$ cat config.mk
export PLATFORM = sky130hd
export DESIGN_NAME = mod12_load_arbiter_flat
export DESIGN_NICKNAME = d
export VERILOG_FILES = /design/src/rtl/mod12_load_arbiter_pkg.sv /design/src/rtl/mod12_load_arbiter_if.sv /design/src/rtl/mod12_load_arbiter_mod_12.sv /design/src/rtl/mod12_load_arbiter.sv /design/src/flat_wrapper.sv
export SDC_FILE = /design/constraint.sdc
export NUM_CORES = 1
export LEC_CHECK = 0
export ABC_AREA = 1
export BUFFER_PORTS_ARGS = -buffer_cell sky130_fd_sc_hd__buf_2
export CAP_MARGIN = 10
export CORE_ASPECT_RATIO = 1.4
export CORE_UTILIZATION = 53
export CTS_CLUSTER_SIZE = 8
export DETAILED_ROUTE_END_ITERATION = 10
export PLACE_DENSITY = 0.77
export SETUP_SLACK_MARGIN = 0.15
export SLEW_MARGIN = 40
export SYNTH_ARGS = -nofsm -noshare
export SYNTH_HDL_FRONTEND = slang
export SYNTH_SLANG_ARGS = --single-unit
$ cat constraint.sdc
create_clock -name clk -period 1.4 [get_ports clk]
set_input_delay 0.28 -clock clk [delete_from_list [all_inputs] [get_ports clk]]
set_output_delay 0.28 -clock clk [all_outputs]
set_load 0.05 [all_outputs]
$ cat src/rtl/mod12_load_arbiter_pkg.sv
// Shared types and constants for the mod-12 load arbiter.
// Covers the FSM state encoding, the counter width and the preset range helper.
package mod12_load_arbiter_pkg;

  localparam int MOD_DEFAULT = 12;
  localparam int CNT_W       = 4;

  typedef enum logic [2:0] {
    ST_IDLE,
    ST_ARB,
    ST_REJECT,
    ST_LOAD,
    ST_VERIFY,
    ST_GAP
  } state_t;

  // A preset is usable only if the counter can actually hold it.
  function automatic logic preset_in_range(input logic [CNT_W-1:0] value, input int modulus);
    return int'(value) < modulus;
  endfunction

endpackage

$ cat src/rtl/mod12_load_arbiter_if.sv
// Requester-side bundle of the load arbiter: requests, presets, responses,
// and the counter observation signals.
interface mod12_load_arbiter_if;
  import mod12_load_arbiter_pkg::*;

  logic [1:0]       req;
  logic [CNT_W-1:0] din0;
  logic [CNT_W-1:0] din1;
  logic [1:0]       ack;
  logic [1:0]       err;
  logic             busy;
  logic [CNT_W-1:0] count;
  logic             wrap;

  modport master (
    output req, din0, din1,
    input  ack, err, busy, count, wrap
  );

  modport slave (
    input  req, din0, din1,
    output ack, err, busy, count, wrap
  );

endinterface

$ cat src/rtl/mod12_load_arbiter_mod_12.sv
// Loadable modulo counter. It runs freely from 0 to MOD-1 and jumps to din
// whenever load is high.
module mod_12
  import mod12_load_arbiter_pkg::*;
#(
  parameter int MOD = MOD_DEFAULT
) (
  input  logic             clk,
  input  logic             rst,
  input  logic             load,
  input  logic [CNT_W-1:0] din,
  output logic [CNT_W-1:0] count
);

  localparam logic [CNT_W-1:0] LAST = CNT_W'(MOD - 1);

  always_ff @(posedge clk) begin
    if (rst) begin
      count <= '0;
    end else if (load) begin
      count <= din;
    end else if (count == LAST) begin
      count <= '0;
    end else begin
      count <= count + CNT_W'(1);
    end
  end

endmodule

$ cat src/rtl/mod12_load_arbiter.sv
// Round-robin arbiter that gives two requesters access to the load port of a
// shared mod-12 counter. It range-checks and verifies each load, and it
// reports wrap events.
module mod12_load_arbiter
  import mod12_load_arbiter_pkg::*;
#(
  parameter int GAP = 2,
  parameter int MOD = MOD_DEFAULT
) (
  input  logic               clk,
  input  logic               rst,
  mod12_load_arbiter_if.slave bus
);

  localparam logic [3:0]       GAP_INIT = 4'(GAP - 1);
  localparam logic [CNT_W-1:0] LAST     = CNT_W'(MOD - 1);

  state_t           state_reg, state_next;
  logic             sel_reg, sel_next;
  logic [CNT_W-1:0] d_lat_reg, d_lat_next;
  logic             last_grant_reg, last_grant_next;
  logic [3:0]       gap_cnt_reg, gap_cnt_next;
  logic [CNT_W-1:0] prev_count_reg;
  logic             prev_load_reg;

  logic             cnt_load;
  logic [CNT_W-1:0] cnt_din;
  logic [CNT_W-1:0] count_val;
  logic [1:0]       ack_c;
  logic [1:0]       err_c;

  mod_12 #(.MOD(MOD)) u_counter (
    .clk   (clk),
    .rst   (rst),
    .load  (cnt_load),
    .din   (cnt_din),
    .count (count_val)
  );

  always_ff @(posedge clk) begin
    if (rst) begin
      state_reg      <= ST_IDLE;
      sel_reg        <= 1'b0;
      d_lat_reg      <= '0;
      last_grant_reg <= 1'b1;
      gap_cnt_reg    <= '0;
      prev_count_reg <= '0;
      prev_load_reg  <= 1'b0;
    end else begin
      state_reg      <= state_next;
      sel_reg        <= sel_next;
      d_lat_reg      <= d_lat_next;
      last_grant_reg <= last_grant_next;
      gap_cnt_reg    <= gap_cnt_next;
      prev_count_reg <= count_val;
      prev_load_reg  <= cnt_load;
    end
  end

  always_comb begin
    state_next      = state_reg;
    sel_next        = sel_reg;
    d_lat_next      = d_lat_reg;
    last_grant_next = last_grant_reg;
    gap_cnt_next    = gap_cnt_reg;
    cnt_load        = 1'b0;
    cnt_din         = '0;
    ack_c           = 2'b00;
    err_c           = 2'b00;

    case (state_reg)
      ST_IDLE: begin
        if (bus.req != 2'b00) begin
          // The round-robin pointer moves only when both requesters compete.
          if (bus.req == 2'b11) begin
            sel_next        = ~last_grant_reg;
            last_grant_next = ~last_grant_reg;
          end else begin
            sel_next = bus.req[1];
          end
          d_lat_next = sel_next ? bus.din1 : bus.din0;
          state_next = ST_ARB;
        end
      end
      ST_ARB: begin
        state_next = preset_in_range(d_lat_reg, MOD) ? ST_LOAD : ST_REJECT;
      end
      ST_REJECT: begin
        err_c[sel_reg] = 1'b1;
        gap_cnt_next   = GAP_INIT;
        state_next     = ST_GAP;
      end
      ST_LOAD: begin
        cnt_load   = 1'b1;
        cnt_din    = d_lat_reg;
        state_next = ST_VERIFY;
      end
      ST_VERIFY: begin
        if (count_val == d_lat_reg) begin
          ack_c[sel_reg] = 1'b1;
        end else begin
          err_c[sel_reg] = 1'b1;
        end
        gap_cnt_next = GAP_INIT;
        state_next   = ST_GAP;
      end
      ST_GAP: begin
        if (gap_cnt_reg == 4'd0) begin
          state_next = ST_IDLE;
        end else begin
          gap_cnt_next = gap_cnt_reg - 4'd1;
        end
      end
      default: begin
        state_next = ST_IDLE;
      end
    endcase
  end

  // A load landing on 0 from MOD-1 is not a free-running wrap.
  assign bus.wrap  = (prev_count_reg == LAST) && (count_val == '0) && !prev_load_reg;
  assign bus.ack   = ack_c;
  assign bus.err   = err_c;
  assign bus.busy  = (state_reg != ST_IDLE);
  assign bus.count = count_val;

endmodule

$ cat src/flat_wrapper.sv
// flat-port wrapper written by rule: the top's interface ports become plain ports
module mod12_load_arbiter_flat import mod12_load_arbiter_pkg::*;
#(
  parameter int GAP = 2,
  parameter int MOD = MOD_DEFAULT
)
  (clk, rst, bus_req, bus_din0, bus_din1, bus_ack, bus_err, bus_busy, bus_count, bus_wrap);
  mod12_load_arbiter_if bus_i ();
  input  logic clk;
  input  logic rst;
  input wire logic [$bits(bus_i.req)-1:0] bus_req;
  input wire logic [$bits(bus_i.din0)-1:0] bus_din0;
  input wire logic [$bits(bus_i.din1)-1:0] bus_din1;
  output wire logic [$bits(bus_i.ack)-1:0] bus_ack;
  output wire logic [$bits(bus_i.err)-1:0] bus_err;
  output wire logic [$bits(bus_i.busy)-1:0] bus_busy;
  output wire logic [$bits(bus_i.count)-1:0] bus_count;
  output wire logic [$bits(bus_i.wrap)-1:0] bus_wrap;
  assign bus_i.req = bus_req;
  assign bus_i.din0 = bus_din0;
  assign bus_i.din1 = bus_din1;
  assign bus_ack = bus_i.ack;
  assign bus_err = bus_i.err;
  assign bus_busy = bus_i.busy;
  assign bus_count = bus_i.count;
  assign bus_wrap = bus_i.wrap;
  mod12_load_arbiter #(.GAP(GAP), .MOD(MOD)) u_core (.clk(clk), .rst(rst), .bus(bus_i));
endmodule
==> results.txt, run 1 <==
Final Cycle Share: 1.30
Die H: 56.7 um
Max Root-Sink Buffers: 2
fin. max-slew vios: 0
row count: 19
Core Region: 2000 sq um
dpl hpwl: 2100 um
largest net degree at the start of global routing: 14
Sw Share: 0.367
DRC: 0
placed cell areas: 1440 sq um
Crit. End Element: output pin
Area Growth Syn to Fin: 57.0%
DR top layer: met4
Setup-failing EPs final: 6
die area: 2330 sq um
Post-synth ARST share: 0
top_reg_cell synth: dfxtp_1
RR Endpoint: u_core.u_counter.count[2]$_SDFF_PP0_
grt ovf: 0
R2R cell count: 5
most area-consuming cells after synthesis: dfxtp_1 (39%), nand2_1 (13%), inv_1 (9.9%)
number of synthesized flops with an enable pin: 0
sw power: 0.754 mW
Num Clock Sinks: 22
layout cells sized above 1: 0.455
initial antenna violation count: 0
top cell type's share of synthesized area: 0.389
fraction of the yosys area taken by sequential cells: 0.389
worst r2r src: u_core.u_counter.count[1]$_SDFF_PP0_
Max Fclk: 550 MHz
Worst Hold Slack: 0.286 ns
Worst VDD drop: 0.962 mV
TritonCTS Buffers: 3
routed len/inst: 17.3 um
number of global-route vias before repair: 1,188
port buffer count: 21
Starting Density: 0.568
r2r setup slk: 0.10 ns
CTS tree: done
Die X: 41.1 um
Clk pwr share: 0.244
CP required: 1.12 ns
cell internal pwr: 1.30 mW
placed insts: 221
mapped cell area: 1130 sq um
number of synthesis warnings: 0
failing checks: setup timing
Crit Path Class: flip-flop to output pin
Global Route Usage Sum: 0.292
power density cells: 1160 nW/um^2
Worst-path clk slew: 0.13 ns
num ports: 22
post-synthesis instance total: 168
routability cong.: 0.812
htree depth: 1
worst hold endpoint: u_core.last_grant_reg$_SDFFE_PP1P_
Design Area, Final: 1780 sq um
Least-Margin Pin Slew: 0.327 ns
Detailed Routing Iterations Pass 1: 4
first-pass GRT wire length: 4640 um
max-capacitance violation count: 0
min Tclk post-route: 1.82 ns
hold path depth: 3
most common cell in the netlist: nand2_1
synth unique cells: 24
Setup TNS: -1.93 ns
pre-CTS WS: -0.102 ns
Design Power: 2.06 mW
Final Core Density: 0.891
Synth top cells by count: nand2_1 (40), inv_1 (30), dfxtp_1 (22)
Final ANT Viol Nets: 0
mean post-synth cell area: 6.75 sq um
Final Net Count: 229
largest driver fanout on the critical path: 4
Mapped Nets: 183
Worst EP arrival: 1.54 ns
routed vias: 1,325
cell taking the most area after synthesis: dfxtp_1
RSZ-0062 raised after global routing: true
non-filler cells in the finished layout: 234
Routed WL: 4050 um
Routed met3 length: 207 um
Worst-Skew Late Latency: 0.31 ns
diode count: 0
hold violation total from the final report: 0
met1 WL: 1490 um
Critical Path Source Type: flip-flop
status: finished, violations left
vias per inst: 5.66
P_leak: 0.867 nW
Slew headroom: 0.782
Worst Hold Class: input pin to flip-flop
met2 wire length: 2140 um
Root Buffer: clkbuf_4
combinational power share: 0.388
Yosys reg bits: 22
worst hold start: bus_req[1]
clock skew: 0.00133 ns
Seq pwr share: 0.368
Final WS setup: -0.419 ns
First DRT Iteration DRCs: 36
==> metal layers <==
| layer | up-vias | track usage |
|---|---|---|
| li1 | 623 | - |
| met3 | 23 | 0.0514 |
| met1 | 607 | 0.260 |
| met4 | 0 | 0.157 |
| met5 | - | 0 |
| met2 | 72 | 0.540 |
==> worst max-delay path, cell delays in order, from the launching register on <==
cell and delay (ns):
dfxtp_4 0.39, xor2_1 0.25, nor2_2 0.10, nand2_4 0.13
nand3_2 0.11, nand2_4 0.09, buf_6 0.15
==> kinds of logic after synthesis <==
group | Yosys count | share of synthesized area
xor gates and xnor gates | 4 | 0.0309
buffers and inverters | 32 | 0.106
and+or+nand+nor | 89 | 0.348
AOI/OAI and AO/OA | 18 | 0.0938
adders and majority gates | 3 | 0.0331
DFF | 22 | 0.389
==> power groups by stage <==
| stage | Sequential [mW] | Combinational (mW) | Clock [mW] |
|---|---|---|---|
| after floorplan | 0.793 | 0.325 | 0 |
| after CTS | 0.736 | 0.609 | 0.495 |
| after global placement | 0.742 | 0.516 | 0 |
| final | 0.758 | 0.797 | 0.501 |
| after global routing | 0.764 | 0.853 | 0.519 |
| after detailed placement | 0.747 | 0.535 | 0 |
==> cells in the final DEF (no fill, tap or decap), drive strengths merged <==
cell    count
nand2      44
buf        42
inv        31
dfxtp      22
nor2       19
nand3      15
a21oi       8
o21ai       7
nor3        5
clkbuf      3
xor2        3
ha          3
nand4       2
nand3b      2
nor4        2
o31ai       1
a31oi       1
xnor2       1
o22ai       1
bufinv      1
==> area by class of cell <==
cell class,instances,area (sq um)
Sequential cell,22,463
Fill cell,100,218
Multi-Input combinational cell,114,754
Clock inverter,1,30.0
Tap cell,21,26.3
Inverter,31,124
Timing Repair Buffer,42,359
Clock buffer,3,22.5
==> worst max-delay path by stage <==
stage / start / to / slack (ns) / cells past startpoint
2_1_floorplan: u_core.u_counter.count[0]$_SDFF_PP0_ / bus_wrap / -0.22 / 4
3_3_place_gp: u_core.u_counter.count[0]$_SDFF_PP0_ / bus_ack[0] / -0.06 / 6
3_5_place_dp: u_core.u_counter.count[0]$_SDFF_PP0_ / bus_wrap / -0.10 / 5
4_1_cts: u_core.u_counter.count[1]$_SDFF_PP0_ / bus_ack[0] / -0.37 / 7
5_1_grt: u_core.u_counter.count[1]$_SDFF_PP0_ / bus_ack[0] / -0.47 / 7
6_report: u_core.u_counter.count[2]$_SDFF_PP0_ / bus_err[0] / -0.42 / 6
==> repair_timing <==
item / 4_1_cts / 5_1_grt
setup endpoints to repair: 10 / 17
pin swaps: 5 / 9
hold buffers: 0 / 0
buffers inserted: 2 / 7
resized for setup: 33 / 37
endpoints found under the hold margin: 0 / 0
Power figures use the tool's default switching activity.
==> run 2: changes to the inputs <==
--- a/config.mk
+++ b/config.mk
@@ -9,10 +9,9 @@
 export BUFFER_PORTS_ARGS = -buffer_cell sky130_fd_sc_hd__buf_2
 export CAP_MARGIN = 10
 export CORE_ASPECT_RATIO = 1.4
-export CORE_UTILIZATION = 53
+export CORE_UTILIZATION = 33
 export CTS_CLUSTER_SIZE = 8
 export DETAILED_ROUTE_END_ITERATION = 10
-export PLACE_DENSITY = 0.77
 export SETUP_SLACK_MARGIN = 0.15
 export SLEW_MARGIN = 40
 export SYNTH_ARGS = -nofsm -noshare
==> run 2 against run 1 <==
Effect of this change: the run still ends with setup timing left; utilization is 32 points lower; clock skew is 0.0031 ns higher; clock power is 8.2% lower; sequential power is 2% lower; flip-flop and latch count stayed put; combinational power is 7.7% lower; fmax is 7.6% higher; count of clock-buffer cells in the layout is 1 higher; first-iteration DRC count is 50% lower; routed wire length is 27% lower.
==> results.txt, run 2 (same netlist as run 1, synthesis figures left out) <==
TritonCTS Buffers: 3
Sw Share: 0.355
RSZ-0062 raised after global routing: true
Slew headroom: 0.755
routed vias: 1,193
Num Clock Sinks: 22
worst r2r src: u_core.state_reg[2]$_SDFFE_PP0P_
diode count: 0
Seq pwr share: 0.383
Starting Density: 0.356
Worst VDD drop: 0.592 mV
row count: 24
most frequent cells in the layout: nand2_1 (33), inv_1 (22), buf_4 (21)
P_leak: 0.871 nW
htree depth: 1
dpl hpwl: 2000 um
Detailed Routing Iterations Pass 1: 4
Area Growth Syn to Fin: 59.2%
Critical Path Source Type: flip-flop
layout cells sized above 1: 0.463
Final ANT Viol Nets: 0
Final WS setup: -0.290 ns
Crit Path Class: flip-flop to output pin
Setup TNS: -1.24 ns
failing checks: setup timing
power density cells: 1080 nW/um^2
die area: 3680 sq um
worst hold start: bus_req[0]
largest net degree at the start of global routing: 13
routed len/inst: 11.7 um
placed insts: 240
Crit. End Element: output pin
Routed WL: 2960 um
clock skew: 0.00447 ns
Worst-path clk slew: 0.08 ns
fin. max-slew vios: 0
port buffer count: 21
Clk pwr share: 0.237
non-filler cells in the finished layout: 253
CP Launch Point: u_core.d_lat_reg[1]$_SDFFE_PP0P_
commonest non-fill, non-tap cell in the layout: nand2_1
combinational power share: 0.380
Design Area, Final: 1800 sq um
first-pass GRT wire length: 4670 um
largest driver fanout on the critical path: 4
Max Fclk: 592 MHz
status: finished, violations left
max-capacitance violation count: 0
routability cong.: 0.815
Root Buffer: clkbuf_8
Worst Hold Slack: 0.334 ns
DRC: 0
Least-Margin Pin Slew: 0.367 ns
vias per inst: 4.72
CP required: 1.12 ns
Setup-failing EPs final: 5
Max Root-Sink Buffers: 2
Worst-Skew Late Latency: 0.27 ns
Final Cycle Share: 1.21
min Tclk post-route: 1.69 ns
First DRT Iteration DRCs: 18
Die H: 71.4 um
sw power: 0.689 mW
initial antenna violation count: 0
hold violation total from the final report: 0
cell internal pwr: 1.25 mW
Die X: 51.5 um
Global Route Usage Sum: 0.165
CTS tree: done
Core Region: 3180 sq um
Final Net Count: 230
num ports: 22
number of global-route vias before repair: 1,096
Worst EP arrival: 1.41 ns
Worst Hold Class: input pin to flip-flop
placed cell areas: 1470 sq um
grt ovf: 0
run 2: cell count changes in the layout (fill, tap and decap cells not counted), sizes merged:
cell	before	now
clkbuf	3	4
bufinv	1	0
buf	42	43
run 2: power by group through the flow:
| stage | sequential, mW | combinational [mW] | clock, mW |
|---|---|---|---|
| final | 0.743 | 0.736 | 0.460 |
| after global routing | 0.751 | 0.804 | 0.500 |
| after CTS | 0.735 | 0.615 | 0.473 |
| after detailed placement | 0.748 | 0.533 | 0 |
| after global placement | 0.744 | 0.524 | 0 |
| after floorplan | 0.793 | 0.325 | 0 |
run 2: layer usage:
layer	global-route usage	vias up	routed length, um	share of wire
met1	0.203	529	1240	0.42
met5	0	-	0	0
met4	0.0631	0	68	0.023
li1	-	629	-	-
met2	0.287	28	1560	0.53
met3	0.0212	7	97	0.033
run 2: through the flow:
step	total power [mW]	util	setup WS, ns
2_1_floorplan	1.12	-	-0.225
3_3_place_gp	1.27	0.460	-0.0618
3_5_place_dp	1.28	0.460	-0.0825
4_1_cts	1.82	0.520	-0.292
5_1_grt	2.06	0.567	-0.365
6_report	1.94	0.567	-0.290
run 2: cell type report:
class,count,area [sq um]
repair buffers,43,357
inverters,31,121
clock buffers,4,55.1
well taps,39,48.8
fillers,313,1380
flip-flops and latches,22,464
multi-input cells,114,758
run 2: path summary, 6_finish.rpt:
check        cells past startpoint                                   end  slack [ns]
max                              7                            bus_ack[0]       -0.29
min                              3    u_core.last_grant_reg$_SDFFE_PP1P_        0.33
max reg2reg                      8  u_core.u_counter.count[2]$_SDFF_PP0_        0.19
min reg2reg                      2  u_core.u_counter.count[1]$_SDFF_PP0_        0.48
run 2: timing repair:
| item | CTS | global route |
|---|---|---|
| cloned | 0 | 0 |
| setup buffers | 5 | 4 |
| endpoints found under the setup margin | 8 | 20 |
| pin swaps | 6 | 13 |
| hold buffers | 0 | 0 |
| gates resized for setup | 27 | 37 |
run 2: critical path, stage by stage (launching register included):
cell and delay [ns]:
dfxtp_2 0.36, inv_2 0.04, nand2_1 0.07, nand2_2 0.06
a21oi_4 0.14, nand2_4 0.10, nor3_4 0.19, buf_6 0.18
==> run 3: changes to the inputs <==
--- a/config.mk
+++ b/config.mk
@@ -6,12 +6,13 @@
 export NUM_CORES = 1
 export LEC_CHECK = 0
 export ABC_AREA = 1
-export BUFFER_PORTS_ARGS = -buffer_cell sky130_fd_sc_hd__buf_2
+export BUFFER_PORTS_ARGS = -buffer_cell sky130_fd_sc_hd__buf_4
 export CAP_MARGIN = 10
 export CORE_ASPECT_RATIO = 1.4
 export CORE_UTILIZATION = 33
 export CTS_CLUSTER_SIZE = 8
 export DETAILED_ROUTE_END_ITERATION = 10
+export PLACE_DENSITY = 0.54
 export SETUP_SLACK_MARGIN = 0.15
 export SLEW_MARGIN = 40
 export SYNTH_ARGS = -nofsm -noshare
==> run 3 against run 2 <==
Effect of this change: the run still ends with setup timing left; global-route usage up 0.91 points; combinational power down 9.1%; die area unchanged; design area down 3.7%; register-to-register slack better by 0.02 ns; fmax up 2.3%; utilization down 2.1 points; count of clock-buffer cells in the layout down 1; non-clock buffer count down 11; clock skew down 0.0033 ns; critical path type unchanged; largest power group unchanged.
==> results.txt, run 3 (same netlist as run 1, synthesis figures left out) <==
layout cells sized above 1: 0.414
fillers: 320
Most Crowded Layer GR: met2
pre-CTS WS: -0.0186 ns
Final ANT Viol Nets: 0
met3 GRT Util: 0.0255
number of global-route vias before repair: 1,153
Least-Margin Pin Slew: 0.300 ns
power density cells: 1160 nW/um^2
Crit. End Element: output pin
die area: 3680 sq um
Worst-path clk slew: 0.08 ns
CP required: 1.12 ns
largest driver fanout on the critical path: 4
Seq. cell area: 468 sq um
min Tclk post-route: 1.65 ns
RSZ-0062 raised after global routing: true
initial antenna violation count: 0
failing checks: setup timing
Core Region: 3180 sq um
Critical Path Source Type: flip-flop
Final Cycle Share: 1.18
cts hold-fix bufs: 0
Area Growth Syn to Fin: 53.3%
row count: 24
Starting Density: 0.356
Root Buffer: clkbuf_8
diode count: 0
Max Root-Sink Buffers: 2
Setup TNS: -1.11 ns
fin. max-slew vios: 0
commonest non-fill, non-tap cell in the layout: nand2_1
max-capacitance violation count: 0
Max Fclk: 605 MHz
routability cong.: 0.785
Worst-Skew Late Latency: 0.26 ns
Num Clock Sinks: 22
status: finished, violations left
Worst Hold Class: input pin to flip-flop
Die X: 51.5 um
Slew headroom: 0.800
Final Net Count: 219
largest net degree at the start of global routing: 14
Die H: 71.4 um
first-pass GRT wire length: 4810 um
Final Core Density: 0.546
met1 Track Usage GR: 0.179
vias per inst: 4.74
Crit Path Class: flip-flop to output pin
TritonCTS Buffers: 3
htree depth: 1
Setup-failing EPs final: 5
area occupied by multi-input gates: 732 sq um
P_leak: 0.829 nW
num ports: 22
Routed WL: 2950 um
DRC: 0
CTS tree: done
First DRT Iteration DRCs: 15
Worst VDD drop: 0.588 mV
Final WS setup: -0.253 ns
most frequent cells in the layout: nand2_1 (34), inv_1 (22), buf_4 (20)
grt met2 use: 0.329
Global Route Usage Sum: 0.174
port buffer count: 21
dpl hpwl: 2270 um
grt ovf: 0
Detailed Routing Iterations Pass 1: 4
Design Area, Final: 1740 sq um
placed cell areas: 1490 sq um
Worst EP arrival: 1.37 ns
routed vias: 1,148
Worst Hold Slack: 0.269 ns
clock skew: 0.00113 ns
hold violation total from the final report: 0
routed len/inst: 12.2 um
[run 3: final timing paths]
check | from | end | slack (ns) | cells past startpoint
max | u_core.d_lat_reg[3]$_SDFFE_PP0P_ | bus_ack[0] | -0.25 | 5
min | rst | u_core.gap_cnt_reg[2]$_SDFFE_PP0P_ | 0.27 | 2
min reg2reg | u_core.state_reg[2]$_SDFFE_PP0P_ | u_core.state_reg[1]$_SDFFE_PP0P_ | 0.48 | 1
max reg2reg | u_core.u_counter.count[0]$_SDFF_PP0_ | u_core.u_counter.count[0]$_SDFF_PP0_ | 0.21 | 5
[run 3: area by class of cell]
type                            instances  share of cell area
Clock inverter                          1              0.0173
Tap cell                               39              0.0281
Multi-Input combinational cell        114               0.421
Inverter                               31              0.0698
Sequential cell                        22               0.269
Clock buffer                            3              0.0238
Timing Repair Buffer                   32               0.171
[run 3: routing by layer]
| metal | vias up | part of all wire |
|---|---|---|
| met4 | 0 | 0.017 |
| met1 | 523 | 0.40 |
| met5 | - | 0 |
| met2 | 25 | 0.56 |
| met3 | 5 | 0.030 |
| li1 | 595 | - |
[run 3: stage by stage]
stage / instances / power, mW
final: 242 / 2.02
after CTS: 241 / 1.95
after floorplan: 168 / 1.12
after global routing: 242 / 2.13
after global placement: 236 / 1.29
after detailed placement: 236 / 1.30
[run 3: worst max-delay path: stages (launching register included)]
cell and delay, ns:
dfxtp_2 0.34, xor2_2 0.17, nor2_2 0.15, nand2_4 0.12, nor3_4 0.15, buf_6 0.18
[run 3: where the power goes]
part	internal, mW	leakage (nW)	switching (mW)	total [mW]
Clock	0.382	0.0357	0.219	0.601
Combinational	0.265	0.607	0.404	0.669
Sequential	0.692	0.186	0.0585	0.751
[run 3: what timing repair did]
item,4_1_cts,5_1_grt
setup buffers,1,1
setup endpoints to repair,8,15
pin swaps,10,9
resized for setup,18,32
